===== config.mk =====
export PLATFORM = sky130hd
export DESIGN_NAME = hci_l2_bank_arbiter
export DESIGN_NICKNAME = d
export VERILOG_FILES = /design/src/rtl/hci_l2_bank_arbiter.sv
export SDC_FILE = /design/constraint.sdc
export NUM_CORES = 1
export LEC_CHECK = 0
export ABC_AREA = 1
export BUFFER_PORTS_ARGS = -buffer_cell sky130_fd_sc_hd__buf_2
export CORE_AREA = 2 2 287 289
export CTS_BUF_LIST = sky130_fd_sc_hd__clkbuf_2
export CTS_CLUSTER_DIAMETER = 150
export CTS_CLUSTER_SIZE = 14
export DETAILED_ROUTE_END_ITERATION = 6
export DIE_AREA = 0 0 289 291
export GPL_ROUTABILITY_DRIVEN = 0
export HOLD_SLACK_MARGIN = 0.15
export MAX_ROUTING_LAYER = met4
export SYNTH_ARGS = -nofsm -noshare
export SYNTH_HDL_FRONTEND = slang
export SYNTH_SLANG_ARGS = --single-unit

===== constraint.sdc =====
create_clock -name clk_i -period 5.5 [get_ports clk_i]
set_input_delay 0.275 -clock clk_i [delete_from_list [all_inputs] [get_ports clk_i]]
set_output_delay 0.275 -clock clk_i [all_outputs]
set_load 0.01 [all_outputs]

===== src/rtl/hci_l2_bank_arbiter.sv =====
// N-to-1 L2 bank arbiter: CH0 group priority or flat round-robin, zero-latency request path, MEM_LAT response pipe.
// Optional macro HCI_L2_ARB_STARVE_EN adds a CH1 starvation counter; backpressure via mem_gnt_i gating all grants.
module hci_l2_bank_arbiter #(
  parameter int N_CH0      = 4,
  parameter int N_CH1      = 2,
  parameter int AW         = 32,
  parameter int DW         = 32,
  parameter int BW         = 8,
  parameter int MEM_LAT    = 1,
  parameter int STARVE_MAX = 8,
  localparam int N         = N_CH0 + N_CH1
) (
  input  logic                          clk_i,
  input  logic                          rst_ni,
  input  logic                          arb_policy_i,
  input  logic [N-1:0]                  in_req_i,
  input  logic [N-1:0]                  in_wen_i,
  input  logic [N-1:0][AW-1:0]          in_add_i,
  input  logic [N-1:0][DW-1:0]          in_data_i,
  input  logic [N-1:0][DW/BW-1:0]       in_be_i,
  output logic [N-1:0]                  in_gnt_o,
  output logic [N-1:0]                  in_r_valid_o,
  output logic [N-1:0][DW-1:0]          in_r_data_o,
  output logic                          mem_req_o,
  output logic                          mem_wen_o,
  output logic [AW-1:0]                 mem_add_o,
  output logic [DW-1:0]                 mem_data_o,
  output logic [DW/BW-1:0]              mem_be_o,
  input  logic                          mem_gnt_i,
  input  logic [DW-1:0]                 mem_r_data_i
);

  localparam int IW  = (N > 1) ? $clog2(N) : 1;
  localparam int P0W = (N_CH0 > 1) ? $clog2(N_CH0) : 1;
  localparam int P1W = (N_CH1 > 1) ? $clog2(N_CH1) : 1;

  logic [P0W-1:0]              r_p0;
  logic [P1W-1:0]              r_p1;
  logic [IW-1:0]               r_pg;
  logic [MEM_LAT-1:0]          r_pv;
  logic [MEM_LAT-1:0][IW-1:0]  r_pi;

  logic [IW-1:0]  w_j;
  logic [IW-1:0]  w_pick0;
  logic [IW-1:0]  w_pick1;
  logic [IW-1:0]  w_pickg;
  logic [IW-1:0]  w_win;
  logic [IW-1:0]  w_off1;
  logic [P0W-1:0] w_nxt0;
  logic [P1W-1:0] w_nxt1;
  logic [IW-1:0]  w_nxtg;
  logic           w_any0;
  logic           w_any1;
  logic           w_win_ch1;
  logic           w_acc;
  logic           w_force1;

  assign w_any0    = |in_req_i[N_CH0-1:0];
  assign w_any1    = |in_req_i[N-1:N_CH0];
  assign mem_req_o = |in_req_i;
  assign w_acc     = mem_req_o & mem_gnt_i;

  // Scan from the pointer downwards so the last hit (k == 0 side) is the first requester at or after it.
  always_comb begin
    w_j     = '0;
    w_pick0 = '0;
    w_pick1 = IW'(N_CH0);
    w_pickg = '0;
    for (int k = N_CH0 - 1; k >= 0; k--) begin
      w_j = IW'((int'(r_p0) + k) % N_CH0);
      if (in_req_i[w_j]) w_pick0 = w_j;
    end
    for (int k = N_CH1 - 1; k >= 0; k--) begin
      w_j = IW'(N_CH0 + (int'(r_p1) + k) % N_CH1);
      if (in_req_i[w_j]) w_pick1 = w_j;
    end
    for (int k = N - 1; k >= 0; k--) begin
      w_j = IW'((int'(r_pg) + k) % N);
      if (in_req_i[w_j]) w_pickg = w_j;
    end
  end

`ifdef HCI_L2_ARB_STARVE_EN
  localparam int SW = $clog2(STARVE_MAX + 1);
  logic [SW-1:0] r_sc;

  assign w_force1 = (r_sc == SW'(STARVE_MAX));

  always_ff @(posedge clk_i) begin
    if (!rst_ni) begin
      r_sc <= '0;
    end else if (arb_policy_i || !w_any1) begin
      r_sc <= '0;
    end else if (w_acc) begin
      if (w_win_ch1)                     r_sc <= '0;
      else if (r_sc != SW'(STARVE_MAX))  r_sc <= r_sc + 1'b1;
    end
  end
`else
  assign w_force1 = 1'b0;
`endif

  always_comb begin
    w_win = w_pick0;
    if (arb_policy_i)                           w_win = w_pickg;
    else if (w_any1 && (!w_any0 || w_force1))   w_win = w_pick1;
  end

  assign w_win_ch1 = (w_win >= IW'(N_CH0));
  assign w_off1    = w_win - IW'(N_CH0);
  assign w_nxt0    = (w_win  == IW'(N_CH0 - 1)) ? '0 : P0W'(w_win + IW'(1));
  assign w_nxt1    = (w_off1 == IW'(N_CH1 - 1)) ? '0 : P1W'(w_off1 + IW'(1));
  assign w_nxtg    = (w_win  == IW'(N - 1))     ? '0 : w_win + IW'(1);

  assign mem_wen_o  = in_wen_i[w_win];
  assign mem_add_o  = in_add_i[w_win];
  assign mem_data_o = in_data_i[w_win];
  assign mem_be_o   = in_be_i[w_win];

  always_comb begin
    in_gnt_o = '0;
    if (mem_req_o) in_gnt_o[w_win] = mem_gnt_i;
  end

  // Only the pointer of the group that produced the winner advances.
  always_ff @(posedge clk_i) begin
    if (!rst_ni) begin
      r_p0 <= '0;
      r_p1 <= '0;
      r_pg <= '0;
    end else if (w_acc) begin
      if (arb_policy_i)   r_pg <= w_nxtg;
      else if (w_win_ch1) r_p1 <= w_nxt1;
      else                r_p0 <= w_nxt0;
    end
  end

  always_ff @(posedge clk_i) begin
    if (!rst_ni) begin
      r_pv <= '0;
      r_pi <= '0;
    end else begin
      r_pv[0] <= w_acc;
      r_pi[0] <= w_win;
      for (int k = 1; k < MEM_LAT; k++) begin
        r_pv[k] <= r_pv[k-1];
        r_pi[k] <= r_pi[k-1];
      end
    end
  end

  always_comb begin
    in_r_valid_o = '0;
    in_r_data_o  = '0;
    for (int i = 0; i < N; i++) begin
      if (r_pv[MEM_LAT-1] && (r_pi[MEM_LAT-1] == IW'(i))) begin
        in_r_valid_o[i] = 1'b1;
        in_r_data_o[i]  = mem_r_data_i;
      end
    end
  end

endmodule


* After elaboration in Yosys (flattened, before gate mapping) *
Cells that the tools add are included.

word-level totals
  bits of input ports = 456
  output and inout port bits = 274
  flip-flop bits (word level) = 10
  word-level logic and storage cells = 139

cells by class
  muxes and demuxes = 64
  $add $sub $neg = 14
  bitwise operators = 8
  div/mod/pow operators = 6
  magnitude comparators = 15
  reduce and logical (&&, ||, !) cells = 19
  equal/unequal tests = 8

operator list
  operator                                                    count
  2-to-1 mux 32 bit                                           8
  binary-select mux 32 bit (select 3 bit)                     2
  modulo 32 x 4 -> 32 bit, second input constant              5
  less-than comparator 3 x 4 -> 1 bit, second input constant  12
  2-to-1 mux 3 bit                                            15
  binary-select mux 1 bit (select 3 bit)                      12
  modulo 4 x 4 -> 32 bit, second input constant               1
  2-to-1 mux 1 bit                                            21
  binary-select mux 4 bit (select 3 bit)                      1
  equality test 3 x 2 -> 1 bit, second input constant         3
  equality test 3 bit, second input constant                  3
  adder 3 x 2 -> 4 bit, second input constant                 2
  adder 3 x 3 -> 4 bit, second input constant                 2
  logical AND 1 bit                                           8
  OR reduction 2 bit                                          4
  bitwise AND 6 bit                                           1
  equality test 3 x 1 -> 1 bit, second input constant         2
  2-to-1 mux 6 bit                                            1
  AND reduction 3 bit                                         2
  OR reduction 6 bit                                          1
  adder 2 bit, second input constant                          2
  adder 3 x 1 -> 4 bit, second input constant                 1
  bitwise AND 1 bit, first input constant                     4
  less-than comparator 2 x 4 -> 1 bit, second input constant  1
  other kinds (18)                                            20

* Longest topological paths before layout *
Gate-level depths: netlist of the first run.

  depth after elaboration = 17
  gate-level depth with buffers = 34
  gate-level depth less buffers = 30

* Least setup slack after synthesis of the first run *
OpenSTA, ideal clock, no wires.

  path kind = register to register
  start point = register r_pg[0]
  end point = register r_pg[2]
  arrival = 3.622 ns
  period minus slack after synthesis = 3.692 ns
  setup time = 0.070 ns
  cell stages (with the launch flop) = 33
  slack = 1.808 ns
  data required time = 5.430 ns
  buffers on the path = 4
  cell sequence = dfxtp_1 -> buf_2 -> buf_2 -> inv_1 -> ha_1 -> nand2_1 -> nand2_2 -> ha_1 -> nor2_1 -> nand2_1 -> nand2_1 -> nand2_1 -> nand2_1 -> nand2_1 -> nand2_1 -> nand2_1 -> nand2_1 -> nand2_1 -> nand2_1 -> nand2_1 -> nand2_1 -> nand2_1 -> nand3_1 -> nand2_2 -> nand2_4 -> inv_2 -> buf_6 -> buf_4 -> ha_1 -> or2_2 -> nand2_1 -> nand3_1 -> a21oi_1

between the ends
  word-level cells in the longest chain between the ends = 13
  elaborated cells between the ends (all ways) = 33
  classes of those cells = add/sub: 6; div: 6; eq/ne: 1; mux: 20

RTL lines
  item                                                         RTL line  RTL
  from (decl)                                                  39        logic [IW-1:0] r_pg;
  from (signal assigned)                                       132       if (arb_policy_i) r_pg <= w_nxtg;
  adder 3 x 3 -> 4 bit                                         78        w_j = IW'((int'(r_pg) + k) % N);
  modulo 32 x 4 -> 32 bit                                      78
  binary-select mux 1 bit (select 3 bit)                       79        if (in_req_i[w_j]) w_pickg = w_j;
  2-to-1 mux 1 bit (implied by the code)                       79
  2-to-1 mux 3 bit (5 in a row)                                79
  2-to-1 mux 3 bit (*)                                         79
  2-to-1 mux 3 bit (*)                                         105       if (arb_policy_i) w_win = w_pickg;
  adder 3 x 1 -> 3 bit or equality test 3 bit (tied branches)  113       assign w_nxtg = (w_win == IW'(N - 1)) ? '0 : w_win + IW'(1);
  2-to-1 mux 3 bit (*)                                         113

Every way passes the cells marked *; elsewhere a longest branch is shown, timed or not. The select of a mux whose other input is x is not followed.
A chain may end at the register's enable or synchronous reset.

* Worst setup path in the final report of the first run *
  start point = register r_pg[1]
  end point = output port mem_add_o[28]

between the ends
  word-level cells in the longest chain between the ends = 13
  elaborated cells between the ends (all ways) = 32
  classes of those cells = add/sub: 5; div: 6; mux: 21

RTL lines
  item                                         RTL line  RTL
  adder 3 x 3 -> 4 bit                         78
  modulo 32 x 4 -> 32 bit                      78
  binary-select mux 1 bit (select 3 bit)       79
  2-to-1 mux 1 bit (implied by the code)       79
  2-to-1 mux 3 bit (5 in a row)                79
  2-to-1 mux 3 bit (*)                         79
  2-to-1 mux 3 bit (*)                         105
  binary-select mux 32 bit (select 3 bit) (*)  116       assign mem_add_o = in_add_i[w_win];
  2-to-1 mux 32 bit (implied by the code) (*)  116
  to (decl)                                    26        output logic [AW-1:0] mem_add_o,

Marks and branches as above.

==> key figures, run 1 <==
Floorplan
  – Total core area: 81200 um2
  – Initial core utilization: 8.30%
  – Die Area: 84100 um2
  – Rows: 105
  – Die width: 289 um
  – Height of the die: 291 um
  – # IOs: 730

Timing
  – # setup viols final: 0
  – Clk_skew: 14.0 ps
  – Final Max Tran Viols: 0
  – Period Utilization, post-route: 90.3%
  – Fin crit period: 4970 ps
  – FMAX: 201 MHz
  – Setup TNS Final: 0 ps
  – Slew HR: 14.4%
  – Measured slew at the worst slew-check pin: 1280 ps
  – RSZ-0062 raised after global routing: false
  – Final hold violations: 0

Logic synthesis
  – Cells after synthesis: 1569
  – Count of cell types in the netlist: 30
  – Ys flop type: dfxtp_1
  – Post-synth top area share: 40.1%
  – Yosys top cell by area: nand2_1
  – YS warnings: 0
  – Synth cell count leaders: nand2_1, nand3_1, inv_1, nor2_1, clkbuf_1
  – Post-synth EDFFs: 0
  – Async S/R FF share, synth: 0%
  – Top-count cell post-synth: nand2_1
  – Mean Syn Cell Area: 4.30 um2
  – Dominant cells by area after synthesis: nand2_1, nand3_1, inv_1, nor2_1, dfxtp_1
  – Sequential share of the synthesized area: 2.97%
  – Synth Cell Area: 6740 um2
  – Mapped Nets: 2038
  – Seq cells post-synth: 10

Setup path
  – R2r startpoint: r_pg[1]
  – Reg2reg path depth: 26
  – Worst Setup End Kind: output port
  – Critical path fanouts, max: 42
  – Critical path class: register to output port
  – Crit start category: register
  – RR Endpoint: r_pg[2]
  – Crit path DAT: 4690 ps
  – WP data required: 5220 ps
  – R2r setup slk: 1420 ps

Global route
  – GRT Overall Usage: 14.5%
  – GR Layer Usage met2: 25.8%
  – Remaining Overflow, GRT: 0
  – GR Util met3: 3.59%
  – Routing usage on met1: 16.5%
  – Vias in the first global route: 11200
  – Largest net degree at the start of global routing: 85
  – Grt peak-use layer: met2
  – First-pass GRT wire length: 83200 um
  – Initial antenna violation count: 53

Route
  – DRC marker count from the first detailed-route iteration: 736
  – Routed wire per std cell: 18.9 um
  – Drt first pass iters: 6
  – WL final: 63000 um
  – Post-route ant nets: 0
  – DRC errors left: 0
  – Via count: 12300
  – Vias/cell: 3.68

Job
  – Max-Cap Viols: 0

Layout
  – Area Overhead vs Synth: 72.4%
  – Non-Filler Instances: 3334
  – Final net count: 2701
  – Final Core Density: 14.3%
  – Share of cells above drive strength 1: 34.6%

Worst hold path
  – Min-delay worst type: primary input to register
  – Worst Hold Depth: 3
  – Hold Crit Start: rst_ni
  – Hold endpoint: r_p1

Clocking
  – CTS max path bufs: 2
  – H-Tree Depth: 1
  – Clock root buffer: clkbuf_2
  – Post-CTS Setup Inserts: 0
  – Skew-Pair Late Insertion Delay: 270 ps
  – Clock transition at path regs: 130 ps
  – Clock buffer count from CTS: 3
  – CTS tree: done
  – # clock sinks: 10

Placement
  – PortBufs: 729
  – Dpl cells: 3297
  – Post-detail-place hpwl: 55700 um

Power
  – Max VDD drop: 0.000103 V
  – Lkg Pwr: 0.00768 uW
  – Pwr Density: 228 nW/um2

Status
  – Status: finished clean
==> layer usage <==
layer | up-vias | wire, um
met5 | - | 0
met2 | 689 | 31100
li1 | 6069 | -
met3 | 61 | 5900
met1 | 5463 | 24900
met4 | 0 | 1110
==> state kept, by name, summed over array words and instances (netlist names) <==
name and cells:
r_pg 3, r_pi 3, r_p0 2, r_p1 1
r_pv 1
==> where the power goes <==
group | internal, uW | switching [uW]
sequential | 79.9 | 8.44
clock | 15.8 | 29.4
combinational | 789 | 1730
==> kinds of logic after synthesis <==
logic type | synth area share (%)
xor+xnor | 0.260
compound gates | 3.54
buf+inv | 19.9
flops | 2.97
simple gates | 70.9
fa+ha+maj | 2.41
==> worst max path at each step <==
stage	startpoint	to	slack, ps	cells after the start
floorplan	r_pg[0]	r_pg[2]	1810	32
global placement	r_pg[1]	mem_be_o[2]	420	26
detailed placement	r_pg[1]	mem_be_o[2]	460	26
CTS	r_pg[1]	mem_be_o[2]	110	26
global route	r_pg[1]	mem_add_o[28]	50	28
finish	r_pg[1]	mem_add_o[28]	530	26
==> final cells by class <==
cell class                 instances  area, um2
inverter                         226        853
fill                            9674      69600
clock inverter                     1       3.75
tap                             1070       1340
multi-input combinational       1239       5240
sequential                        10        200
clock buffer                       3       15.0
timing repair buffer             752       3890
antenna                           33       82.6
==> placed cells by master, fill, tap and decap left out, types with 3 or more instances in the layout <==
cell type	synthesis	layout
nand2_1	720	719
nor3_1	4	4
nand2_2	5	3
buf_2	33	727
clkbuf_2	0	3
buf_4	20	19
inv_1	222	222
ha_1	13	13
buf_12	0	5
o21ai_1	4	4
dfxtp_1	10	10
nand3_1	229	228
diode_2	0	33
o21ai_0	15	15
o211ai_1	6	6
nor2_1	217	217
nand2_4	1	3
a21oi_1	10	10
inv_2	4	3
==> worst max-delay path, stage by stage (launching register included) <==
cell and delay [ps]:
dfxtp_1 470, inv_1 120, ha_1 290, a21oi_4 220, inv_1 70, ha_1 290
nor2_1 100, nand2_1 60, nand2_1 80, nand3_1 100, nand2_1 130, nand3_1 120
nand2_1 120, nand2_1 110, nand2_1 90, nand3_1 80, nand2_1 70, nand2_1 50
nand2_1 60, nand2_1 50, nand2_1 110, nand2_4 280, nor2_4 200, buf_4 490
nand2_1 110, nand3_1 240, buf_2 220
==> per-stage QoR <==
step | area (um2) | hold WS (ps) | power (uW) | setup slack (ps)
4_1_cts | 11500 | 233 | 2750 | 108
3_3_place_gp | 11500 | 510 | 2700 | 422
5_1_grt | 11600 | 259 | 2950 | 51.1
3_5_place_dp | 11500 | 527 | 2690 | 455
6_report | 11600 | 251 | 2660 | 533
2_1_floorplan | 6740 | 373 | 1470 | 1810
==> what timing repair did <==
item | CTS | global route
setup endpoints to repair | 0 | 1
hold buffers | 0 | 0
resized for setup | 0 | 2
Power figures use the tool's default switching activity.
==> run 2: changes to the inputs <==
Settings changed: CELL_PAD_IN_SITES_DETAIL_PLACEMENT set to 0, CELL_PAD_IN_SITES_GLOBAL_PLACEMENT set to 1, CORE_AREA 2 2 287 289 to 2 2 283 285, CTS_BUF_LIST sky130_fd_sc_hd__clkbuf_2 to not set, DIE_AREA 0 0 289 291 to 0 0 285 287, PLACE_DENSITY_LB_ADDON set to 0.1.
==> key figures, run 2 (synthesis gave the netlist of run 1 again) <==
Status
  – Status: finished clean

Clocking
  – Clock buffer count from CTS: 3
  – Cts hold-fix bufs: 0
  – Skew-Pair Late Insertion Delay: 240 ps
  – H-Tree Depth: 1
  – Clock transition at path regs: 50 ps
  – Post-CTS Setup Inserts: 0
  – Clock root buffer: clkbuf_16
  – # clock sinks: 10
  – Cts repair resizes: 0
  – CTS max path bufs: 2
  – CTS tree: done

Floorplan
  – Height of the die: 287 um
  – Total core area: 78600 um2
  – # IOs: 730
  – Initial core utilization: 8.58%
  – Die Area: 81800 um2
  – Rows: 103
  – Die width: 285 um

Timing
  – Setup TNS Final: 0 ps
  – Final hold violations: 0
  – Period Utilization, post-route: 86.8%
  – Fin crit period: 4770 ps
  – Final Max Tran Viols: 0
  – Clk_skew: 5.28 ps
  – FMAX: 210 MHz
  – Slew HR: 39.6%
  – Measured slew at the worst slew-check pin: 903 ps
  – # setup viols final: 0
  – RSZ-0062 raised after global routing: false
  – Post-route setup slack: 728 ps

Power
  – P_int: 996 uW
  – Final Total Pwr: 2630 uW
  – Switching portion of total power: 62.1%
  – Clk pwr share: 5.5%
  – Psw: 1630 uW
  – Lkg Pwr: 0.00773 uW
  – Max VDD drop: 0.000134 V
  – Seq pwr share: 3.5%
  – Comb power frac: 91.0%
  – Pwr Density: 225 nW/um2

Placement
  – Post-detail-place hpwl: 47400 um
  – PortBufs: 729
  – Dpl ws: 927 ps

Layout
  – Final net count: 2701
  – Area Overhead vs Synth: 73.3%
  – Filler cells: 9627
  – Commonest cells after routing, fill and taps aside: buf_2, nand2_1, nand3_1, inv_1, nor2_1
  – Commonest non-fill, non-tap cell in the layout: buf_2
  – Share of cells above drive strength 1: 34.8%
  – Top flop regs: r_pg (3), r_pi (3), r_p0 (2)

Global route
  – Remaining Overflow, GRT: 0
  – Largest net degree at the start of global routing: 97
  – Vias in the first global route: 12200
  – Initial antenna violation count: 21
  – First-pass GRT wire length: 81700 um
  – GRT Overall Usage: 13.7%

Setup path
  – Crit path DAT: 4500 ps
  – Most used cell, CP: nand2_1
  – Critical path fanouts, max: 46
  – WP data required: 5220 ps
  – CP top delay family: simple AND/OR/NAND/NOR gates
  – Buf/Inv on CP: 5
  – Critical path class: register to output port
  – Crit start category: register
  – Slowest cell on crit path: dfxtp_1
  – Worst Setup End Kind: output port
  – Worst path max stage delay: 490 ps

Route
  – Vias/cell: 3.59
  – Routed wire per std cell: 17.6 um
  – Drt first pass iters: 5
  – WL final: 57900 um
  – Post-route ant nets: 0
  – Via count: 11800
  – DRC marker count from the first detailed-route iteration: 331
  – DRC errors left: 0

Worst hold path
  – Min-delay worst type: primary input to register

Job
  – Max-Cap Viols: 0
## run 2: changes by cell type in the layout (fill, tap and decap cells not counted)
cell	before	now
diode_2	33	16
buf_4	19	13
buf_12	5	10
clkbuf_16	0	3
clkbuf_2	3	0
nand2_1	719	716
nand2_2	3	6
buf_2	727	729
buf_6	1	0
clkbuf_8	0	1
clkinv_1	1	0
nand3_1	228	229
nand3_2	1	0
## run 2: layout make-up
| cell class | instances | area [um2] | share of cell area (%) |
|---|---|---|---|
| timing repair buffer | 752 | 3950 | 33.8 |
| inverter | 226 | 853 | 7.30 |
| multi-input combinational | 1239 | 5240 | 44.9 |
| sequential | 10 | 200 | 1.71 |
| tap | 1050 | 1310 | 11.2 |
| antenna | 16 | 40.0 | 0.343 |
| clock buffer | 4 | 88.8 | 0.760 |
## run 2: power by group through the flow
stage / Sequential, uW / Combinational, uW / Clock, uW
2_1_floorplan: 87.5 / 1380 / 0
3_3_place_gp: 92.8 / 2510 / 0
3_5_place_dp: 92.6 / 2480 / 0
4_1_cts: 91.3 / 2490 / 149
5_1_grt: 92.8 / 2700 / 154
6_report: 91.1 / 2390 / 146
## run 2: path summary, 6_finish.rpt
kind / from / slack [ps] / cells past startpoint / to
worst max-delay path: r_pg[2] / 730 / 27 / mem_data_o[18]
worst max register to register: r_pg[1] / 1420 / 28 / r_pg[2]
worst min register to register: r_p1 / 550 / 4 / r_p1
worst min-delay path: rst_ni / 310 / 3 / r_p1
## run 2: per-layer routing
| layer | track usage [%] | part of all wire [%] |
|---|---|---|
| met2 | 26.4 | 54 |
| met1 | 14.3 | 39 |
| met3 | 3.35 | 6.8 |
| met4 | 1.75 | 0.83 |
| met5 | - | 0 |
## run 2: metrics by stage
step                std cells  instance area [um2]  hold slack (ps)  utilization [%]
floorplan                1569                 6740              373                -
global placement         3277                11600              544             14.7
detailed placement       3277                11600              551             14.7
CTS                      3281                11600              318             14.8
global route             3296                11700              335             14.9
finish                   3297                11700              309             14.9
## run 2: worst min-delay path: stages
cell	delay, ps
buf_2	140
nand2_1	60
inv_1	40
